`config.mk`:
```
export PLATFORM = sky130hd
export DESIGN_NAME = net_frame_scheduler
export DESIGN_NICKNAME = d
export VERILOG_FILES = /design/src/rtl/net_frame_scheduler.sv
export SDC_FILE = /design/constraint.sdc
export NUM_CORES = 1
export LEC_CHECK = 0
export BUFFER_PORTS_ARGS = -buffer_cell sky130_fd_sc_hd__buf_4
export CORE_MARGIN = 4
export CORE_UTILIZATION = 50
export DETAILED_ROUTE_END_ITERATION = 12
export PLACE_DENSITY = 0.77
export REMOVE_ABC_BUFFERS = 1
export SLEW_MARGIN = 20
export SYNTH_ARGS = -nofsm -noshare
export SYNTH_HDL_FRONTEND = slang
export SYNTH_SLANG_ARGS = --single-unit
```
`constraint.sdc`:
```
create_clock -name clk_in -period 6.7 [get_ports clk_in]
set_clock_uncertainty 0.2 [all_clocks]
set_input_delay 0.67 -clock clk_in [delete_from_list [all_inputs] [get_ports clk_in]]
set_output_delay 0.67 -clock clk_in [all_outputs]
set_load 0.05 [all_outputs]
```
`src/rtl/net_frame_scheduler.sv`:
```
`default_nettype none
// ============================================================================
// Module   : net_frame_scheduler
// Brief    : Ethernet link sequencer for the two-player kart game. It sends
//            one local-state packet every FRAMES_PER_TX frames, starting at
//            the first vertical-blank line. It holds the received opponent
//            state and reports link health. Everything runs on eth_refclk.
// Options  : SEQ_FILTER_EN - when defined, a received packet is accepted only
//            if its sequence number is ahead of the last accepted one
//            (signed 8-bit difference). The first packet after reset is
//            always accepted.
// Revision : 1.0 - initial release
// ============================================================================
module net_frame_scheduler #(
    parameter int unsigned VBLANK_LINE         = 768,
    parameter int unsigned FRAMES_PER_TX       = 1,
    parameter int unsigned TX_TIMEOUT_CYCLES   = 4096,
    parameter int unsigned LINK_TIMEOUT_FRAMES = 30,
    parameter int unsigned OPP_X_RST           = 320,
    parameter int unsigned OPP_Y_RST           = 320
) (
    input  logic        clk_in,
    input  logic        rst_in,
    input  logic [10:0] hcount_in,
    input  logic [9:0]  vcount_in,
    input  logic [10:0] player_x,
    input  logic [10:0] player_y,
    input  logic [8:0]  direction,
    input  logic [1:0]  game_stat,
    input  logic        tx_busy_in,
    input  logic        tx_done_in,
    output logic        tx_start_out,
    output logic [32:0] tx_payload_out,
    output logic [7:0]  tx_seq_out,
    input  logic        rx_valid_in,
    input  logic [32:0] rx_payload_in,
    input  logic [7:0]  rx_seq_in,
    output logic [10:0] opponent_x,
    output logic [10:0] opponent_y,
    output logic [8:0]  opponent_dir,
    output logic [1:0]  opponent_stat,
    output logic        link_up,
    output logic [7:0]  tx_err_count,
    output logic [7:0]  drop_count
);

    // ------------------------------------------------------------------------
    // Constants
    // ------------------------------------------------------------------------
    localparam int unsigned c_tmo_w  = $clog2(TX_TIMEOUT_CYCLES + 1);
    localparam int unsigned c_link_w = $clog2(LINK_TIMEOUT_FRAMES + 1);

    localparam logic [9:0]          c_vblank_line = 10'(VBLANK_LINE);
    localparam logic [3:0]          c_div_last    = 4'(FRAMES_PER_TX - 1);
    localparam logic [c_tmo_w-1:0]  c_tmo_last    = c_tmo_w'(TX_TIMEOUT_CYCLES - 1);
    localparam logic [c_link_w-1:0] c_link_max    = c_link_w'(LINK_TIMEOUT_FRAMES);
    localparam logic [10:0]         c_opp_x_rst   = 11'(OPP_X_RST);
    localparam logic [10:0]         c_opp_y_rst   = 11'(OPP_Y_RST);

    localparam logic [1:0] c_st_idle      = 2'd0;
    localparam logic [1:0] c_st_latch     = 2'd1;
    localparam logic [1:0] c_st_start     = 2'd2;
    localparam logic [1:0] c_st_wait_done = 2'd3;

    // ------------------------------------------------------------------------
    // State
    // ------------------------------------------------------------------------
    logic                r_frame_tick;
    logic [3:0]          r_div;
    logic                r_pending;
    logic [7:0]          r_drop_count;

    logic [1:0]          r_state;
    logic                r_tx_start;
    logic [32:0]         r_tx_payload;
    logic [7:0]          r_tx_seq;
    logic [c_tmo_w-1:0]  r_tx_tmo;
    logic [7:0]          r_tx_err_count;

    logic [10:0]         r_opp_x;
    logic [10:0]         r_opp_y;
    logic [8:0]          r_opp_dir;
    logic [1:0]          r_opp_stat;

    logic [c_link_w-1:0] r_link_timer;
    logic                r_link_up;

    logic                w_tick_cond;
    logic                w_div_wrap;
    logic                w_rx_accept;
    logic [c_link_w-1:0] w_link_timer_nxt;

    // ------------------------------------------------------------------------
    // Frame tick: first pixel of the first blank line, registered
    // ------------------------------------------------------------------------
    assign w_tick_cond = (vcount_in == c_vblank_line) && (hcount_in == 11'd0);

    // One-cycle tick, one cycle after the first pixel of the blank line
    always_ff @(posedge clk_in or negedge rst_in) begin
        if (!rst_in) begin
            r_frame_tick <= 1'b0;
        end else begin
            r_frame_tick <= w_tick_cond;
        end
    end

    // ------------------------------------------------------------------------
    // Frame divider and send request
    // ------------------------------------------------------------------------
    assign w_div_wrap = r_frame_tick && (r_div == c_div_last);

    // Count ticks modulo FRAMES_PER_TX
    always_ff @(posedge clk_in or negedge rst_in) begin
        if (!rst_in) begin
            r_div <= 4'd0;
        end else if (r_frame_tick) begin
            if (r_div == c_div_last) begin
                r_div <= 4'd0;
            end else begin
                r_div <= r_div + 4'd1;
            end
        end
    end

    // A wrap raises the request. It is counted as a drop if one is still outstanding.
    always_ff @(posedge clk_in or negedge rst_in) begin
        if (!rst_in) begin
            r_pending    <= 1'b0;
            r_drop_count <= 8'd0;
        end else begin
            // LATCH consumes the request. A wrap in that same cycle was
            // already counted as a drop below, so nothing is re-armed.
            if (r_state == c_st_latch) begin
                r_pending <= 1'b0;
            end else if (w_div_wrap) begin
                r_pending <= 1'b1;
            end
            if (w_div_wrap && r_pending && (r_drop_count != 8'hFF)) begin
                r_drop_count <= r_drop_count + 8'd1;
            end
        end
    end

    // ------------------------------------------------------------------------
    // Transmit sequencer
    // ------------------------------------------------------------------------
    // IDLE -> LATCH -> START -> WAIT_DONE, then back to IDLE on done or timeout
    always_ff @(posedge clk_in or negedge rst_in) begin
        if (!rst_in) begin
            r_state        <= c_st_idle;
            r_tx_start     <= 1'b0;
            r_tx_payload   <= 33'd0;
            r_tx_seq       <= 8'd0;
            r_tx_tmo       <= '0;
            r_tx_err_count <= 8'd0;
        end else begin
            r_tx_start <= 1'b0;
            case (r_state)
                c_st_idle: begin
                    if (r_pending && !tx_busy_in) begin
                        r_state <= c_st_latch;
                    end
                end
                c_st_latch: begin
                    r_tx_payload <= {game_stat, direction, player_y, player_x};
                    // Registered so the pulse lines up with the START cycle
                    r_tx_start   <= 1'b1;
                    r_state      <= c_st_start;
                end
                c_st_start: begin
                    r_tx_tmo <= '0;
                    r_state  <= c_st_wait_done;
                end
                c_st_wait_done: begin
                    if (tx_done_in) begin
                        r_tx_seq <= r_tx_seq + 8'd1;
                        r_state  <= c_st_idle;
                    end else if (r_tx_tmo == c_tmo_last) begin
                        // Abort: keep the sequence number so the next packet reuses it
                        if (r_tx_err_count != 8'hFF) begin
                            r_tx_err_count <= r_tx_err_count + 8'd1;
                        end
                        r_state <= c_st_idle;
                    end else begin
                        r_tx_tmo <= r_tx_tmo + 1'b1;
                    end
                end
                default: begin
                    r_state <= c_st_idle;
                end
            endcase
        end
    end

    // ------------------------------------------------------------------------
    // Receive acceptance
    // ------------------------------------------------------------------------
`ifdef SEQ_FILTER_EN
    logic [7:0] r_last_rx_seq;
    logic       r_rx_seen;
    logic [7:0] w_seq_delta;

    // Modulo-256 distance. The top bit set means "behind", zero means a repeat.
    assign w_seq_delta = rx_seq_in - r_last_rx_seq;
    assign w_rx_accept = rx_valid_in &&
                         (!r_rx_seen || (!w_seq_delta[7] && (w_seq_delta != 8'd0)));

    // Remember the last accepted sequence number
    always_ff @(posedge clk_in or negedge rst_in) begin
        if (!rst_in) begin
            r_last_rx_seq <= 8'd0;
            r_rx_seen     <= 1'b0;
        end else if (w_rx_accept) begin
            r_last_rx_seq <= rx_seq_in;
            r_rx_seen     <= 1'b1;
        end
    end
`else
    logic w_unused_rx_seq;

    assign w_rx_accept     = rx_valid_in;
    assign w_unused_rx_seq = ^rx_seq_in;
`endif

    // Capture opponent state on every accepted packet. Hold it otherwise.
    always_ff @(posedge clk_in or negedge rst_in) begin
        if (!rst_in) begin
            r_opp_x    <= c_opp_x_rst;
            r_opp_y    <= c_opp_y_rst;
            r_opp_dir  <= 9'd0;
            r_opp_stat <= 2'd0;
        end else if (w_rx_accept) begin
            r_opp_x    <= rx_payload_in[10:0];
            r_opp_y    <= rx_payload_in[21:11];
            r_opp_dir  <= rx_payload_in[30:22];
            r_opp_stat <= rx_payload_in[32:31];
        end
    end

    // ------------------------------------------------------------------------
    // Link health
    // ------------------------------------------------------------------------
    // Next timer value. An accept outranks a coincident frame tick.
    always_comb begin
        w_link_timer_nxt = r_link_timer;
        if (w_rx_accept) begin
            w_link_timer_nxt = '0;
        end else if (r_frame_tick && (r_link_timer != c_link_max)) begin
            w_link_timer_nxt = r_link_timer + 1'b1;
        end
    end

    // Timer and link_up move together, so link_up rises alongside the opponent update
    always_ff @(posedge clk_in or negedge rst_in) begin
        if (!rst_in) begin
            r_link_timer <= c_link_max;
            r_link_up    <= 1'b0;
        end else begin
            r_link_timer <= w_link_timer_nxt;
            r_link_up    <= (w_link_timer_nxt < c_link_max);
        end
    end

    // ------------------------------------------------------------------------
    // Outputs
    // ------------------------------------------------------------------------
    assign tx_start_out   = r_tx_start;
    assign tx_payload_out = r_tx_payload;
    assign tx_seq_out     = r_tx_seq;
    assign tx_err_count   = r_tx_err_count;
    assign drop_count     = r_drop_count;
    assign opponent_x     = r_opp_x;
    assign opponent_y     = r_opp_y;
    assign opponent_dir   = r_opp_dir;
    assign opponent_stat  = r_opp_stat;
    assign link_up        = r_link_up;

endmodule
`default_nettype wire

```
==> impl_metrics.ini <==
[cells_and_area]
synthToLayoutAreaGrowth_pct = 40.8
seq_area_um2 = 2960
layout.cells.most_common = sky130_fd_sc_hd__buf_4
drive_gt1_share_pct = 48.3
antenna_cells_inserted = 0
finalInstanceArea_um2 = 7260
finish.utilization_pct = 73.2
nFillCells = 683
multiInputGateArea_um2 = 2070
finish.net_count = 713
final_cell_mix = sky130_fd_sc_hd__buf_4, sky130_fd_sc_hd__dfrtp_1, sky130_fd_sc_hd__mux2_2

[worst_hold_path]
timing.hold.worst_endpoint = r_frame_tick
holdCritStartpoint = hcount_in[4]
hp-class = input port to flop
whs_path_depth = 4

[synthesis]
edff_count_synth = 0
synthesis.area_per_instance_um2 = 12.6
ys_async_sr_fraction_pct = 100
netlist_area_um2 = 5150
ys_ff_latch = 118
ys_warn_count = 0
synth.distinct_cells = 49
synth-seq-area-share_pct = 57.5
synth_ff_type = sky130_fd_sc_hd__dfrtp_1
post_synth_inst_count = 408

[grt]
grt_first_pass_wirelength_um = 19400
grt_antenna_before_repair = 0
gr-usage-all-layers_pct = 20.8
pin_count_of_the_biggest_net_entering_global_routing = 68
grt_use_met2_pct = 35.8
vias_in_the_first_global_route = 4125
global_route.peak_usage_layer = met2
routing_usage_on_met3_pct = 7.34
groute.layer.met1.usage_pct = 24.6
grt_overflow_total = 0

[clocking]
worst_setup_hold_path_clk_slew_ns = 0.06
cts_sinks = 118
cts_buffers = 17
cts_tree = done
ctsLongestPathBuffers = 2
cts.root.buffer_cell = sky130_fd_sc_hd__clkbuf_8
post_cts_resize_count = 0
postcts_setup_bufs = 0
worst_skew_pair.late_latency_ns = 0.50
htree_num_levels = 4

[drt]
drt_wl_total_um = 12300
drt-vias-per-instance = 5.31
dr_total_vias = 3959
remaining_drc_errors = 0
detailedRoute.firstIterationViolations = 195
route.antenna.remaining_nets = 0
drt-wirelength-per-cell_um = 16.5
firstDrtPassIters = 4

[sta]
slew_headroom_pct = 44.1
postLayoutSetupSlackWorst_ns = 4.10
rsz0062_at_grt = no
final_setup_violations = 0
timing_hold_violations_final = 0
post-route-period-util_pct = 38.8
tmin_final_ns = 2.60
slew_viol_final = 0
worst_hold_slack_ns = 0.190
setup_tns_ns = 0
fmax_mhz = 385
slew_at_the_pin_closest_to_its_max_slew_limit_ns = 0.838

[place]
preCtsSetupSlack_ns = 4.15
dp_hpwl_um = 8880
place_congestion = 0.919
placement.io_buffers = 183
placed_cell_area_um2 = 6660

[floorplan]
overall_die_width_um = 110
die_height_um = 110
placementRows = 36
core_um2 = 9910
die_area_um2 = 12000
start_util_pct = 52.0
io_pins = 192

[pwr]
power.share.clock_pct = 29.4
combPwrFrac_pct = 38.7
p_int_mw = 1.86
power.share.switching_pct = 38.5
pwr_density_cell_nw_per_um2 = 416
maximum_ir_drop_on_the_vdd_rail_mv = 0.231
p_switching_mw = 1.16
pwr-share-seq_pct = 31.9
p_leak_nw = 3.39

[worst_setup_path]
crit_path_max_incr_delay_ns = 0.72
worstPathCellList = ha_1 -> nand2b_1 -> a41o_1 -> or2_4 -> mux2_4
timing_startpoint_of_the_critical_path = r_state[1]
cp-end-kind = flop
worstSetupStartpointType = flop
path_class = flop to flop
crit_required_ns = 6.88
critical_path.slowest_cell = sky130_fd_sc_hd__ha_1
setup.reg_to_reg.worst_slack_ns = 4.10
crit_family = adder cells
rr_worst_depth = 5
timing.critical_path.depth = 5
critPathBufInv = 0
worst_r2r_endpoint = tx_err_count[1]
cp_data_arrival_time_ns = 2.78
regToRegStartpoint = r_state[1]
critical_path_peak_fanout = 26

[run_status]
run_status = complete, no violations

[run]
max_cap_viol_count = 0
synthesized netlist by cell type (2+ instances only):
cell	instances	area (um^2)
sky130_fd_sc_hd__nor3_1	15	75.1
sky130_fd_sc_hd__nor4b_1	2	17.5
sky130_fd_sc_hd__nand3_1	17	85.1
sky130_fd_sc_hd__dfrtp_1	110	2750
sky130_fd_sc_hd__inv_1	17	63.8
sky130_fd_sc_hd__or3_1	2	12.5
sky130_fd_sc_hd__o311ai_0	2	17.5
sky130_fd_sc_hd__mux2i_1	2	20.0
sky130_fd_sc_hd__xor2_1	9	78.8
sky130_fd_sc_hd__a31oi_1	3	18.8
sky130_fd_sc_hd__a311oi_1	3	26.3
sky130_fd_sc_hd__nor4_1	5	31.3
sky130_fd_sc_hd__ha_1	13	163
sky130_fd_sc_hd__nor2_1	15	56.3
sky130_fd_sc_hd__nor3b_1	2	15.0
sky130_fd_sc_hd__clkbuf_1	12	45.0
sky130_fd_sc_hd__and4_1	4	35.0
sky130_fd_sc_hd__o2111ai_1	2	17.5
sky130_fd_sc_hd__o211ai_1	3	22.5
sky130_fd_sc_hd__mux2_2	69	777
sky130_fd_sc_hd__and3_1	3	18.8
sky130_fd_sc_hd__nand4_1	11	68.8
sky130_fd_sc_hd__dfstp_2	8	210
sky130_fd_sc_hd__xnor2_1	15	131
sky130_fd_sc_hd__a21oi_1	11	55.1
sky130_fd_sc_hd__nand2_1	19	71.3
sky130_fd_sc_hd__a211oi_1	3	22.5
sky130_fd_sc_hd__o21ai_0	10	50.1
worst min-delay path, cell delays in order:
cell and delay, ns:
sky130_fd_sc_hd__buf_4 0.08, sky130_fd_sc_hd__nor4_1 0.04, sky130_fd_sc_hd__nand2_1 0.04, sky130_fd_sc_hd__nor2_1 0.03
power groups by stage:
stage	logic, mW	registers, mW	clock network (mW)
floorplan	0.309	1.45	0
global placement	1.16	0.963	0
detailed placement	1.17	0.973	0
CTS	1.18	0.964	0.905
global route	1.23	0.984	0.940
finish	1.17	0.963	0.889
worst max-delay path by stage:
stage / end / slack [ns]
5_1_grt: r_tx_tmo[9] / 3.94
3_3_place_gp: tx_err_count[1] / 4.21
6_report: tx_err_count[1] / 4.10
3_5_place_dp: tx_err_count[1] / 4.15
2_1_floorplan: r_state[1] / 4.22
4_1_cts: tx_err_count[1] / 4.11
layer usage:
| layer | routed length (um) | vias up |
|---|---|---|
| met2 | 6530 | 144 |
| met1 | 4760 | 1934 |
| met4 | 149 | 0 |
| met5 | 0 | - |
| met3 | 882 | 13 |
| li1 | - | 1868 |
stage by stage:
stage / total power, mW / std cells
2_1_floorplan: 1.76 / 394
3_3_place_gp: 2.12 / 713
3_5_place_dp: 2.15 / 713
4_1_cts: 3.05 / 746
5_1_grt: 3.15 / 746
6_report: 3.02 / 746
state kept, by name, summed over array words and instances, names as in the netlist:
signal          flops
opponent_x         11
r_div               4
opponent_dir        9
opponent_y         11
r_link_timer        5
r_pending           1
drop_count          8
tx_seq_out          8
r_tx_tmo           13
r_state             2
tx_start_out        1
link_up             1
tx_payload_out     33
r_frame_tick        1
tx_err_count        8
opponent_stat       2
cell families (layout without fill, tap and decap cells):
logic type / after synthesis / after routing / share of synthesized area (%)
AND/OR/NAND/NOR: 105 / 105 / 11.3
AO/OA/AOI/OAI: 45 / 45 / 5.90
multiplexers: 72 / 72 / 15.8
buffers and inverters: 31 / 236 / 2.28
XOR/XNOR: 24 / 24 / 4.08
flip-flops: 118 / 118 / 57.5
adder cells (fa/ha/maj): 13 / 13 / 3.16
layout make-up:
cell class | instances | share of cell area, %
flip-flops and latches | 118 | 40.8
repair buffers | 187 | 19.4
inverters | 17 | 0.879
clock buffers | 23 | 6.29
multi-input cells | 259 | 28.6
well taps | 133 | 2.29
clock inverters | 9 | 1.76
repair_timing:
item | 4_1_cts | 5_1_grt
setup endpoints to repair | 0 | 0
hold buffers | 1 | 0
hold endpoints to repair | 10 | 0
(Power assumes the default switching activity.)
